<file path="config.mk">
export PLATFORM = sky130hd
export DESIGN_NAME = phase_sequencer
export DESIGN_NICKNAME = d
export VERILOG_FILES = /design/src/rtl/phase_sequencer_pkg.sv /design/src/rtl/phase_sequencer_step_edge_detect.sv /design/src/rtl/phase_sequencer.sv
export SDC_FILE = /design/constraint.sdc
export NUM_CORES = 1
export LEC_CHECK = 0
export CAP_MARGIN = 20
export CORE_MARGIN = 5
export CORE_UTILIZATION = 44
export DETAILED_ROUTE_END_ITERATION = 8
export PLACE_DENSITY = 0.73
export SETUP_SLACK_MARGIN = 0.4
export SLEW_MARGIN = 20
export SYNTH_ARGS = -nofsm -noshare
export SYNTH_HDL_FRONTEND = slang
export SYNTH_SLANG_ARGS = --single-unit
</file>
<file path="constraint.sdc">
create_clock -name Cin -period 2 [get_ports Cin]
set_input_delay 0.2 -clock Cin [delete_from_list [all_inputs] [get_ports Cin]]
set_output_delay 0.2 -clock Cin [all_outputs]
set_load 0.005 [all_outputs]
</file>
<file path="src/rtl/phase_sequencer_pkg.sv">
// ---------------------------------------------------------------------------
// phase_seq_pkg
// Shared definitions for the N-phase machine-clock sequencer.
//   ST_IDLE / ST_RUN / ST_DRAIN : FSM state encoding (2 bits)
//   MAX_PHASES / MAX_IDX_W      : widest supported phase vector and index
//   idx_width(n)                : phase index width, never below 1 bit
//   onehot(idx, n)              : one-hot vector of idx, bits at or above n cleared
// ---------------------------------------------------------------------------
package phase_seq_pkg;

  localparam logic [1:0] ST_IDLE  = 2'd0;
  localparam logic [1:0] ST_RUN   = 2'd1;
  localparam logic [1:0] ST_DRAIN = 2'd2;

  localparam int MAX_PHASES = 16;
  localparam int MAX_IDX_W  = 4;

  // A 2-phase machine still needs a 1-bit index; $clog2(2) alone would
  // be fine, but $clog2(1) would not, so clamp explicitly.
  function automatic int idx_width(input int n);
    return (n <= 2) ? 1 : $clog2(n);
  endfunction

  function automatic logic [MAX_PHASES-1:0] onehot(input logic [MAX_IDX_W-1:0] idx,
                                                   input int n);
    logic [MAX_PHASES-1:0] v;
    v = '0;
    for (int i = 0; i < MAX_PHASES; i++) begin
      if ((i < n) && (idx == MAX_IDX_W'(i))) v[i] = 1'b1;
    end
    return v;
  endfunction

endpackage

</file>
<file path="src/rtl/phase_sequencer_step_edge_detect.sv">
// ---------------------------------------------------------------------------
// step_edge_detect
// One-flop rising-edge detector for the front-panel Step input.
//   Cin        in  clock
//   Reset      in  synchronous active-high reset
//   Step       in  raw step level
//   step_pulse out Step & ~Step_q (combinational)
// The history flop resets to 1, so a Step already held high when reset
// releases is treated as "seen" and never yields a pulse.
// ---------------------------------------------------------------------------
module step_edge_detect (
  input  logic Cin,
  input  logic Reset,
  input  logic Step,
  output logic step_pulse
);

  logic r_step_q;

  always_ff @(posedge Cin) begin
    if (Reset) r_step_q <= 1'b1;
    else       r_step_q <= Step;
  end

  assign step_pulse = Step & ~r_step_q;

endmodule

</file>
<file path="src/rtl/phase_sequencer.sv">
// ---------------------------------------------------------------------------
// phase_sequencer
// N-phase non-overlapping machine-clock sequencer with free run, graceful
// stop at a cycle boundary and single-step.
//   Cin          in  sole clock, all state on posedge
//   Reset        in  synchronous active-high reset, dominates everything
//   Run          in  level: 1 free-run, 0 stop at next cycle boundary
//   Step         in  rising edge while stopped advances one phase
//   Phase_Out    out registered phase vector (bit i = phase i)
//   Phase_Idx    out current phase index 0..NUM_PHASES-1
//   Cycle_End    out one-cycle pulse on the NUM_PHASES-1 -> 0 wrap
//   Halted       out registered (next state == IDLE)
//   Cycle_Count  out completed machine cycles, wraps silently
//   Dbg_State    out current FSM state (ST_IDLE/ST_RUN/ST_DRAIN)
// NUM_PHASES is legal from 2 to 16.
// ---------------------------------------------------------------------------
module phase_sequencer
  import phase_seq_pkg::*;
#(
  parameter int NUM_PHASES    = 3,
  parameter int CNT_W         = 16,
  parameter int IDLE_ALL_HIGH = 1,
  localparam int IDX_W        = idx_width(NUM_PHASES)
) (
  input  logic                  Cin,
  input  logic                  Reset,
  input  logic                  Run,
  input  logic                  Step,
  output logic [NUM_PHASES-1:0] Phase_Out,
  output logic [IDX_W-1:0]      Phase_Idx,
  output logic                  Cycle_End,
  output logic                  Halted,
  output logic [CNT_W-1:0]      Cycle_Count,
  output logic [1:0]            Dbg_State
);

  localparam logic [IDX_W-1:0] LAST_IDX = IDX_W'(NUM_PHASES - 1);

  logic [1:0]            r_state;
  logic [1:0]            w_state_next;
  logic [IDX_W-1:0]      r_idx;
  logic [IDX_W-1:0]      w_idx_next;
  logic                  w_advance;
  logic                  w_wrap;
  logic                  w_step_pulse;
  logic                  w_hold_all_high;
  logic [NUM_PHASES-1:0] w_phase_next;
  logic [NUM_PHASES-1:0] r_phase_out;
  logic                  r_cycle_end;
  logic                  r_halted;
  logic [CNT_W-1:0]      r_count;

  step_edge_detect u_step_edge (
    .Cin        (Cin),
    .Reset      (Reset),
    .Step       (Step),
    .step_pulse (w_step_pulse)
  );

  // State register.
  always_ff @(posedge Cin) begin
    if (Reset) r_state <= ST_IDLE;
    else       r_state <= w_state_next;
  end

  // Next state plus the advance decision. Leaving RUN or DRAIN always
  // advances, so the stop lands exactly on the wrap to index 0.
  always_comb begin
    w_state_next = r_state;
    w_advance    = 1'b0;
    case (r_state)
      ST_IDLE: begin
        if (Run) begin
          w_state_next = ST_RUN;
          w_advance    = 1'b1;
        end else if (w_step_pulse) begin
          w_advance    = 1'b1;
        end
      end
      ST_RUN: begin
        w_advance = 1'b1;
        if (!Run) w_state_next = (r_idx == LAST_IDX) ? ST_IDLE : ST_DRAIN;
      end
      ST_DRAIN: begin
        w_advance = 1'b1;
        if (Run)                   w_state_next = ST_RUN;
        else if (r_idx == LAST_IDX) w_state_next = ST_IDLE;
      end
      default: begin
        w_state_next = ST_IDLE;
      end
    endcase
  end

  // Output / datapath next values.
  // All-ones is shown only while parked in IDLE at index 0 with no advance;
  // the edge that arrives at index 0 (stop wrap or step wrap) still shows
  // the one-hot phase 0 for one cycle.
  always_comb begin
    w_wrap          = w_advance && (r_idx == LAST_IDX);
    w_idx_next      = r_idx;
    if (w_advance) w_idx_next = w_wrap ? '0 : r_idx + IDX_W'(1);
    w_hold_all_high = (IDLE_ALL_HIGH != 0) && (r_state == ST_IDLE) &&
                      (w_state_next == ST_IDLE) && !w_advance && (r_idx == '0);
    w_phase_next    = w_hold_all_high ? '1 :
                      NUM_PHASES'(onehot(MAX_IDX_W'(w_idx_next), NUM_PHASES));
  end

  always_ff @(posedge Cin) begin
    if (Reset) begin
      r_idx       <= '0;
      r_phase_out <= NUM_PHASES'(1);
      r_cycle_end <= 1'b0;
      r_halted    <= 1'b1;
      r_count     <= '0;
    end else begin
      r_idx       <= w_idx_next;
      r_phase_out <= w_phase_next;
      r_cycle_end <= w_wrap;
      r_halted    <= (w_state_next == ST_IDLE);
      if (w_wrap) r_count <= r_count + CNT_W'(1);
    end
  end

  assign Phase_Out   = r_phase_out;
  assign Phase_Idx   = r_idx;
  assign Cycle_End   = r_cycle_end;
  assign Halted      = r_halted;
  assign Cycle_Count = r_count;
  assign Dbg_State   = r_state;

endmodule

</file>
==> run_results.csv, run 1 <==
group,metric,value,unit
placement,gp_congestion,0.758,
synthesis,syn_inst,142,
synthesis,syn-num-nets,151,
setup_path,required,2.23,ns
placement,io_buffers,28,
routing,drtIter0Drc,51,
synthesis,yosys.area.top_type,"dfxtp_1",
grt,grt_pass1_vias,1231,
timing,timing.final.crit_period,1.84,ns
timing,timing_hold_violations_final,0,
synthesis,synth_cell_types,34,
routing,finalWirelength,3.22,mm
clocking,clock_latency,0.31,ns
job,cap_violations,0,
timing,worst_slew_pin_slew,0.400,ns
setup_path,worstPathCellList,"inv_4 -> ha_4 -> o21bai_4 -> a2111oi_4 -> buf_4 -> nand4_1 -> xor2_1 -> nor2_1",
routing,drc,0,
final_layout,seq_area,533,um^2
clocking,clock_sinks,26,
setup_path,rr_worst_depth,8,
timing,period_share,0.922,
setup_path,r2r_start,"Dbg_State[0]",
setup_path,cp_max_fo,4,
synthesis,synth_edf_count,0,
worst_hold_path,hold_depth,2,
floorplan,fp-row-count,19,
timing,maxSlewHeadroom,0.727,
worst_hold_path,hp-start,"Step",
routing,ant_nets,0,
final_layout,drive_gt1_frac,0.249,
timing,clock.fmax,542,MHz
clocking,numCtsBuffers,3,
timing,maxSlewViolCount,0,
final_layout,diodes,0,
routing,vias,1191,
floorplan,die_area,4050,um^2
placement,place_hpwl,2.18,mm
floorplan,initial_core_util,0.459,
setup_path,reg2reg_setup_slack,0.16,ns
worst_hold_path,hold_class,"input port to register",
synthesis,ys_warn_count,0,
synthesis,async_reset_ff_frac,0,
grt,overflow,0,
setup_path,crit_path_start_kind,"register",
grt,grt_pass1_wl,5.42,mm
synthesis,ys_top_cells_by_area,"dfxtp_1, xor2_1, nor2_1",
final_layout,stdcell_count,216,
synthesis,synth_flop_cell,"dfxtp_1",
routing,wl_met2,1.76,mm
setup_path,rr_endpoint,"Cycle_Count[10]",
synthesis,syn_avg_cell_area,8.92,um^2
timing,skew,0.00318,ns
setup_path,cp_slowest_stage_delay,0.42,ns
final_layout,areaGrowthSynthToFinish,44.0,%
setup_path,cp_top_family,"flip-flops",
final_layout,finish.instance_area,1820,um^2
synthesis,ys_seq_area_frac,0.411,
power_and_ir_drop,power_density,704,nW/um^2
routing,wire_per_inst,14.9,um
setup_path,critPathArrivalTime,2.07,ns
placement,postPlaceCellArea,1620,um^2
grt,grt_max_degree,20,
grt,grt_antenna_before_repair,0,
clocking,clk_pin_slew,0.15,ns
setup_path,crit_buf_inv,2,
synthesis,synth-seq-cells,26,
timing,setup_viol,0,
final_layout,final_common_cell,"clkdlybuf4s50_1",
synthesis,synth_top_area_frac,0.411,
floorplan,die_h,63.6,um
setup_path,path_class,"register to register",
routing,vias_per_cell,5.51,
clocking,cts_tree,"done",
final_layout,final_nets,195,
worst_hold_path,whs_endpoint,"u_step_edge.r_step_q",
routing,met1_length,1.29,mm
final_layout,mostFrequentLayoutCells,"clkdlybuf4s50_1, nor2_1, dfxtp_1",
floorplan,coreArea,2760,um^2
placement,place_inst,201,
clocking,ctsRootBufferMaster,"clkbuf_4",
final_layout,multi_input_comb_area,771,um^2
synthesis,mappedNetlistArea,1270,um^2
routing,topRoutingLayerUsed,"met4",
final_layout,fillerInstances,249,
clocking,htree_num_levels,1,
power_and_ir_drop,total_power,0.00128,W
power_and_ir_drop,ir_drop,0.521,mV
clocking,cts_buffer_depth,2,
power_and_ir_drop,leakagePower,0.667,nW
routing,wl_met3,102,um
timing,finalSetupTns,0,ns
run_status,outcome,"finished clean",
floorplan,io_pins,29,
routing,dr.pass1.iters,4,
timing,rsz0062_at_grt,"yes",
grt,grt_usage,0.162,
floorplan,dieWidth,63.6,um
setup_path,worstSetupEndpointType,"register",
setup_path,slowest_stage,"dfxtp_4",
==> cell usage after synthesis (4+ instances only) <==
library cell and count:
nand4_1 5, ha_1 5, xor2_1 11, nand3_1 10, a21oi_1 6, nor3_1 4, nor2_1 21, dfxtp_1 26
nand2_1 9, o21ai_0 4
==> where the power goes <==
part | switching (W) | internal (W)
clock network | 0.000159 | 0.000202
logic | 0.000149 | 0.000185
registers | 0.0000355 | 0.000553
==> routing by layer <==
layer | track usage | up-vias
met5 | 0 | -
li1 | - | 586
met3 | 0.0337 | 6
met4 | 0.0468 | 0
met2 | 0.311 | 25
met1 | 0.172 | 574
==> registers in the layout, summed over array words and instances (netlist names) <==
| register | flops |
|---|---|
| Cycle_Count | 16 |
| Phase_Out | 3 |
| Dbg_State | 2 |
| Phase_Idx | 2 |
| Cycle_End | 1 |
| Halted | 1 |
| u_step_edge.r_step_q | 1 |
==> worst max-delay path by stage <==
stage	slack, ns	to	startpoint	depth (start not counted)
finish	0.16	Cycle_Count[10]	Dbg_State[0]	8
global route	0.06	Cycle_Count[15]	Dbg_State[0]	7
CTS	0.20	Cycle_Count[15]	Dbg_State[0]	7
detailed placement	0.10	Cycle_Count[15]	Run	6
global placement	0.17	Cycle_Count[15]	Run	6
floorplan	0.20	Cycle_Count[15]	Dbg_State[1]	7
==> worst register-to-register path: stages, from the launching register on <==
cell	delay, ns
dfxtp_4	0.42
inv_4	0.05
ha_4	0.29
o21bai_4	0.08
a2111oi_4	0.32
buf_4	0.20
nand4_1	0.12
xor2_1	0.21
nor2_1	0.06
==> through the flow <==
stage | utilization | hold slack [ns] | setup WS [ns]
finish | 0.661 | 0.469 | 0.155
global route | 0.661 | 0.459 | 0.0610
CTS | 0.642 | 0.471 | 0.198
detailed placement | 0.589 | 0.498 | 0.104
global placement | 0.589 | 0.485 | 0.169
floorplan | - | 0.307 | 0.204
==> what timing repair did <==
action	in CTS	in global routing
resized for setup	9	11
hold buffers	0	0
setup buffers	8	2
setup endpoints to repair	23	23
cloned	1	0
pin swaps	6	11
==> cells by family after synthesis <==
kind of cell / count (synthesis) / share of synthesized area
compound gates: 21 / 0.141
xor+xnor: 13 / 0.0899
fa+ha+maj: 5 / 0.0494
buf+inv: 9 / 0.0296
flops: 26 / 0.411
mux: 3 / 0.0247
simple gates: 65 / 0.254
==> final cells by class <==
class,count,area share
multi-input cells,107,0.423
flip-flops and latches,26,0.292
repair buffers,45,0.226
well taps,31,0.0213
clock inverters,1,0.0165
clock buffers,3,0.0124
inverters,3,0.00892
(Power assumes the default switching activity.)
==> run 2: changes to the inputs <==
SKIP_LAST_GASP = 1   (was default)
==> results of run 2 <==
No change in the layout: final DEF, timing and power equal those of run 1.
